===== config.mk =====
export PLATFORM = sky130hd
export DESIGN_NAME = mult_div_unit
export DESIGN_NICKNAME = d
export VERILOG_FILES = /design/src/rtl/mult_div_unit.sv
export SDC_FILE = /design/constraint.sdc
export NUM_CORES = 1
export LEC_CHECK = 0
export BUFFER_PORTS_ARGS = -buffer_cell sky130_fd_sc_hd__clkbuf_2
export CAP_MARGIN = 20
export CELL_PAD_IN_SITES_DETAIL_PLACEMENT = 0
export CELL_PAD_IN_SITES_GLOBAL_PLACEMENT = 1
export CORE_MARGIN = 2
export CORE_UTILIZATION = 49
export CTS_BUF_LIST = sky130_fd_sc_hd__clkbuf_8 sky130_fd_sc_hd__clkbuf_16
export DETAILED_ROUTE_END_ITERATION = 16
export GPL_TIMING_DRIVEN = 0
export PLACE_DENSITY = 0.91
export SETUP_SLACK_MARGIN = 0.1
export SYNTH_ARGS = -nofsm -noshare
export SYNTH_HDL_FRONTEND = slang
export SYNTH_SLANG_ARGS = --single-unit

===== constraint.sdc =====
create_clock -name clk -period 5.5 [get_ports clk]
set_input_delay 1.1 -clock clk [delete_from_list [all_inputs] [get_ports clk]]
set_output_delay 1.1 -clock clk [all_outputs]
set_load 0.01 [all_outputs]

===== src/rtl/mult_div_unit.sv =====
// rtl/mult_div_unit.sv - sequential signed multiply/divide unit feeding HI/LO
// One shift-add or restoring-divide iteration per cycle, then a sign-fix cycle.
module mult_div_unit #(
  parameter int WIDTH = 32,
  parameter int CNT_W = 6
) (
  input  logic             clk,
  input  logic             reset,
  input  logic             start_mult,
  input  logic             start_div,
  input  logic [WIDTH-1:0] a_in,
  input  logic [WIDTH-1:0] b_in,
  output logic [WIDTH-1:0] hi_out,
  output logic [WIDTH-1:0] lo_out,
  output logic             busy,
  output logic             done,
  output logic             div_zero
);

  typedef enum logic [1:0] {S_IDLE, S_RUN, S_FIX, S_ZERO} state_t;

  state_t                 state_q, state_d;
  logic [CNT_W-1:0]       cnt_q, cnt_d;
  logic                   op_div_q, op_div_d;
  logic                   sign_q, sign_d;
  logic                   rsign_q, rsign_d;
  logic [WIDTH-1:0]       opnd_q, opnd_d;
  logic [2*WIDTH-1:0]     acc_q, acc_d;
  logic [WIDTH-1:0]       hi_q, hi_d, lo_q, lo_d;
  logic                   done_q, done_d, div_zero_q, div_zero_d;

  logic [WIDTH-1:0]       a_mag, b_mag;
  logic [WIDTH:0]         mul_sum;
  logic [WIDTH:0]         rem_sh, trial;
  logic [2*WIDTH-1:0]     prod_signed;

  // Magnitudes fit in WIDTH unsigned bits, including the most negative operand.
  assign a_mag = a_in[WIDTH-1] ? -a_in : a_in;
  assign b_mag = b_in[WIDTH-1] ? -b_in : b_in;

  assign mul_sum = {1'b0, acc_q[2*WIDTH-1:WIDTH]} + (acc_q[0] ? {1'b0, opnd_q} : '0);
  assign rem_sh  = acc_q[2*WIDTH-1:WIDTH-1];
  assign trial   = rem_sh - {1'b0, opnd_q};
  assign prod_signed = sign_q ? -acc_q : acc_q;

  always_comb begin
    state_d    = state_q;
    cnt_d      = cnt_q;
    op_div_d   = op_div_q;
    sign_d     = sign_q;
    rsign_d    = rsign_q;
    opnd_d     = opnd_q;
    acc_d      = acc_q;
    hi_d       = hi_q;
    lo_d       = lo_q;
    done_d     = 1'b0;
    div_zero_d = 1'b0;
    case (state_q)
      S_IDLE: begin
        if (start_mult) begin
          op_div_d = 1'b0;
          sign_d   = a_in[WIDTH-1] ^ b_in[WIDTH-1];
          opnd_d   = a_mag;
          acc_d    = {{WIDTH{1'b0}}, b_mag};
          cnt_d    = '0;
          state_d  = S_RUN;
        end else if (start_div) begin
          if (b_in == '0) begin
            state_d = S_ZERO;
          end else begin
            op_div_d = 1'b1;
            sign_d   = a_in[WIDTH-1] ^ b_in[WIDTH-1];
            rsign_d  = a_in[WIDTH-1];
            opnd_d   = b_mag;
            acc_d    = {{WIDTH{1'b0}}, a_mag};
            cnt_d    = '0;
            state_d  = S_RUN;
          end
        end
      end
      S_RUN: begin
        cnt_d = cnt_q + CNT_W'(1);
        if (!op_div_q) begin
          acc_d = {mul_sum, acc_q[WIDTH-1:1]};
        end else if (!trial[WIDTH]) begin
          acc_d = {trial[WIDTH-1:0], acc_q[WIDTH-2:0], 1'b1};
        end else begin
          acc_d = {rem_sh[WIDTH-1:0], acc_q[WIDTH-2:0], 1'b0};
        end
        if (cnt_q == CNT_W'(WIDTH-1)) state_d = S_FIX;
      end
      S_FIX: begin
        if (op_div_q) begin
          lo_d = sign_q  ? -acc_q[WIDTH-1:0] : acc_q[WIDTH-1:0];
          hi_d = rsign_q ? -acc_q[2*WIDTH-1:WIDTH] : acc_q[2*WIDTH-1:WIDTH];
        end else begin
          hi_d = prod_signed[2*WIDTH-1:WIDTH];
          lo_d = prod_signed[WIDTH-1:0];
        end
        done_d  = 1'b1;
        state_d = S_IDLE;
      end
      S_ZERO: begin
        done_d     = 1'b1;
        div_zero_d = 1'b1;
        state_d    = S_IDLE;
      end
      default: state_d = S_IDLE;
    endcase
  end

  always_ff @(posedge clk or negedge reset) begin
    if (!reset) begin
      state_q    <= S_IDLE;
      cnt_q      <= '0;
      op_div_q   <= 1'b0;
      sign_q     <= 1'b0;
      rsign_q    <= 1'b0;
      opnd_q     <= '0;
      acc_q      <= '0;
      hi_q       <= '0;
      lo_q       <= '0;
      done_q     <= 1'b0;
      div_zero_q <= 1'b0;
    end else begin
      state_q    <= state_d;
      cnt_q      <= cnt_d;
      op_div_q   <= op_div_d;
      sign_q     <= sign_d;
      rsign_q    <= rsign_d;
      opnd_q     <= opnd_d;
      acc_q      <= acc_d;
      hi_q       <= hi_d;
      lo_q       <= lo_d;
      done_q     <= done_d;
      div_zero_q <= div_zero_d;
    end
  end

  assign hi_out   = hi_q;
  assign lo_out   = lo_q;
  assign busy     = (state_q == S_RUN) || (state_q == S_FIX);
  assign done     = done_q;
  assign div_zero = div_zero_q;

endmodule

==> reports/results.tsv <==
stage	metric	value	unit
run_status	outcome	complete, no violations	
placed_design	port_buffers	133	
synthesis	synth_area_leaders	dfrtp_1 30%, a21oi_1 7.4%, ha_1 6.4%, nor2_1 5.9%, xnor2_1 5.4%	
routing	drc	0	
power	ir_drop	0.296	mV
routing	initialDrtViolationCount	1354	
synthesis	netlist_area	14500	um^2
worst_setup_path	crit_buf_inv	3	
worst_hold_path	holdPathEnd	opnd_q[20]$_DFFE_PN0P_	
timing	grt_setup_unrepaired	false	
worst_setup_path	critPathMaxFanout	10	
grt	grt_antenna_before_repair	1	
synthesis	synth_nets	1968	
timing	finalSetupViolCount	0	
cells_and_area	layout.nets	2122	
worst_hold_path	min_path_type	flop to flop	
grt	grt_max_degree	111	
routing	viasPerCell	6.22	
timing	final_max_slew_viol_count	0	
die	fp.dieH	176	um
cts	clkTransAtPathRegs	80	ps
cts	cts_root_buf	clkbuf_16	
worst_setup_path	r2r_slack	910	ps
worst_setup_path	crit_type	flop to flop	
cts	clockBufferDepth	2	
cts	clock_latency	450	ps
timing	setup_tns	0	ps
cts	cts_sinks	173	
routing	wl	52.1	mm
cells_and_area	syn_to_final_growth	12.7	%
cts	cts_tree	built	
grt	grt-ovfl-total	0	
timing	relSlewSlack	0.457	
worst_setup_path	end_kind	flop	
synthesis	synthCells	1824	
cells_and_area	fillers	2825	
worst_setup_path	r2r_cells	14	
synthesis	synth-edff-count	0	
cts	cts_buffers	17	
routing	ant_nets	0	
die	core_area	29400	um^2
grt	track_usage	0.335	
synthesis	async_flop_share	1.00	
worst_setup_path	startpoint_type	flop	
routing	wl_per_cell	21.9	um
die	num_io_pins	135	
grt	grt_pass1_wl	80.8	mm
worst_setup_path	r2r_start	acc_q[31]$_DFFE_PN0P_	
worst_setup_path	rr_endpoint	acc_q[51]$_DFFE_PN0P_	
worst_hold_path	holdCritStartpoint	opnd_q[20]$_DFFE_PN0P_	
timing	min_period	4590	ps
synthesis	ys_warn_count	0	
timing	post-route-period-util	0.834	
synthesis	synth.yosys.seq_area_share	0.298	
routing	via_count	14800	
worst_setup_path	crit_chain	inv_1 -> ha_1 -> fa_1 -> nand2b_1 -> a21oi_1 -> o211ai_1 -> o31ai_2 -> o22ai_1 -> o21a_1 -> a311oi_2 -> buf_4 -> buf_4 -> mux2i_1 -> o21ai_0	
worst_setup_path	crit_path_max_incr_delay	500	ps
timing	worst_pin_slew	807	ps
cts	cts_resized	0	
synthesis	synth_largest_area_cell	dfrtp_1	
power	powerDensity	664	nW/um^2
worst_setup_path	critPathTopFamily	compound AO/OA/AOI/OAI gates	
die	die_w	176	um
synthesis	synthDominantCellAreaShare	0.298	
routing	drt-pass1-iter-count	6	
synthesis	synth_common_cells	227 x nor2_1, 216 x a21oi_1, 173 x dfrtp_1	
cts	cts.htree.levels	4	
grt	grt_pass1_vias	13800	
synthesis	synthDistinctLibCells	78	
worst_setup_path	cp_slowest_cell	a21oi_1	
synthesis	synth-seq-cells	173	
die	start_util	0.495	
synthesis	synth_flop_cell	dfrtp_1	
timing	clock.fmax	0.218	GHz
power	leakagePower	7.12	nW
worst_setup_path	arrival	4880	ps
die	dieArea	31100	um^2
worst_hold_path	min_delay_path_depth	2	
cells_and_area	utilization	0.558	
cells_and_area	drive_gt1_frac	0.125	
synthesis	avgSynthCellArea	7.97	um^2
job	maxCapViolations	0	
worst_setup_path	cpMostUsedCell	buf_4	
timing	hold_violations	0	
placed_design	dpl.hpwl	41.6	mm
timing	clock-skew-final	16.8	ps
placed_design	gp_congestion	0.958	
cts	ctsHoldBuffers	0	
worst_setup_path	cp.required	5800	ps
synthesis	synth.most_common_cell	nor2_1	
cells_and_area	multiInputGateArea	9550	um^2
die	rows	63	
cells_and_area	register_area	4330	um^2
cts	postCtsSetupRepairBufs	0	
## cells in the final DEF (no fill, tap or decap), types with 7 or more instances in the layout
cell type / instances
nor2_1: 227
a21oi_1: 216
dfrtp_1: 173
nand2_1: 157
o21ai_0: 138
clkbuf_2: 132
xnor2_1: 89
xor2_1: 87
clkbuf_1: 81
ha_1: 74
inv_1: 58
mux2_2: 46
mux2i_1: 36
a211oi_1: 30
nor3_1: 29
o31ai_1: 27
a21o_1: 25
nand3_1: 24
nand2b_1: 23
a22oi_1: 21
o41ai_1: 18
a31oi_1: 18
or3_1: 17
clkbuf_16: 17
o21a_1: 16
nand4_1: 16
nor4_1: 15
buf_2: 14
or4_1: 13
o211ai_1: 10
buf_1: 9
nor2b_1: 8
or2_2: 7
and3_1: 7
## where the power goes
group	total (mW)	switching (mW)	internal (mW)
clock	1.34	0.634	0.708
combinational	7.00	4.37	2.63
sequential	2.55	0.694	1.86
## state kept, by name (all words and copies together), names as in the netlist, 2 cells and up
signal / flops
acc_q: 64
opnd_q: 32
cnt_q: 6
lo_out: 32
state_q: 2
hi_out: 32
## worst max path at each step
stage | start | to | cells after the start
finish | acc_q[31]$_DFFE_PN0P_ | acc_q[51]$_DFFE_PN0P_ | 14
detailed placement | acc_q[0]$_DFFE_PN0P_ | acc_q[62]$_DFFE_PN0P_ | 14
CTS | acc_q[0]$_DFFE_PN0P_ | acc_q[62]$_DFFE_PN0P_ | 14
global route | acc_q[31]$_DFFE_PN0P_ | acc_q[48]$_DFFE_PN0P_ | 14
global placement | reset | opnd_q[13]$_DFFE_PN0P_ | 1
floorplan | a_in[21] | acc_q[29]$_DFFE_PN0P_ | 9
## kinds of logic (layout without fill, tap and decap cells)
kind of cell,count (synthesis),count (layout),synth area share
AOI/OAI and AO/OA,579,579,0.244
other,0,2,0
and+or+nand+nor,571,571,0.180
adders and majority gates,76,76,0.0664
xor gates and xnor gates,176,176,0.106
DFF,173,173,0.298
muxes,82,82,0.0604
buffers and inverters,167,334,0.0456
## tightest hold or removal path: cells and delay by family (launching register included)
kind             cells  cell delay (ps)
DFF                  1              350
and+or+nand+nor      2              100
## through the flow
step                      area [um^2]  cells  hold slack, ps  setup slack, ps  total power, mW
after floorplan                 14500   1824             439             1950             7.16
after global placement          15700   2347             459              116             9.24
after detailed placement        15700   2348             466              942             9.35
after CTS                       16400   2380             484              919             10.7
after global routing            16400   2381             512              811             11.6
final                           16400   2383             475              915             10.9
## area by class of cell
cell class / instances / area share
Clock buffer: 17 / 0.0259
Buffer: 108 / 0.0269
Multi-Input combinational cell: 1484 / 0.583
Antenna cell: 2 / 0.000305
Tap cell: 390 / 0.0298
Sequential cell: 173 / 0.264
Timing Repair Buffer: 135 / 0.0436
Clock inverter: 15 / 0.0134
Inverter: 59 / 0.0135
## metal layers
layer / vias up / share of wire / global-route usage
li1: 6885 / - / -
met1: 7151 / 0.45 / 0.488
met2: 703 / 0.44 / 0.511
met3: 91 / 0.083 / 0.0515
met4: 0 / 0.034 / 0.107
met5: - / 0 / 0
Note: power is estimated with default switching activity, not from simulation.
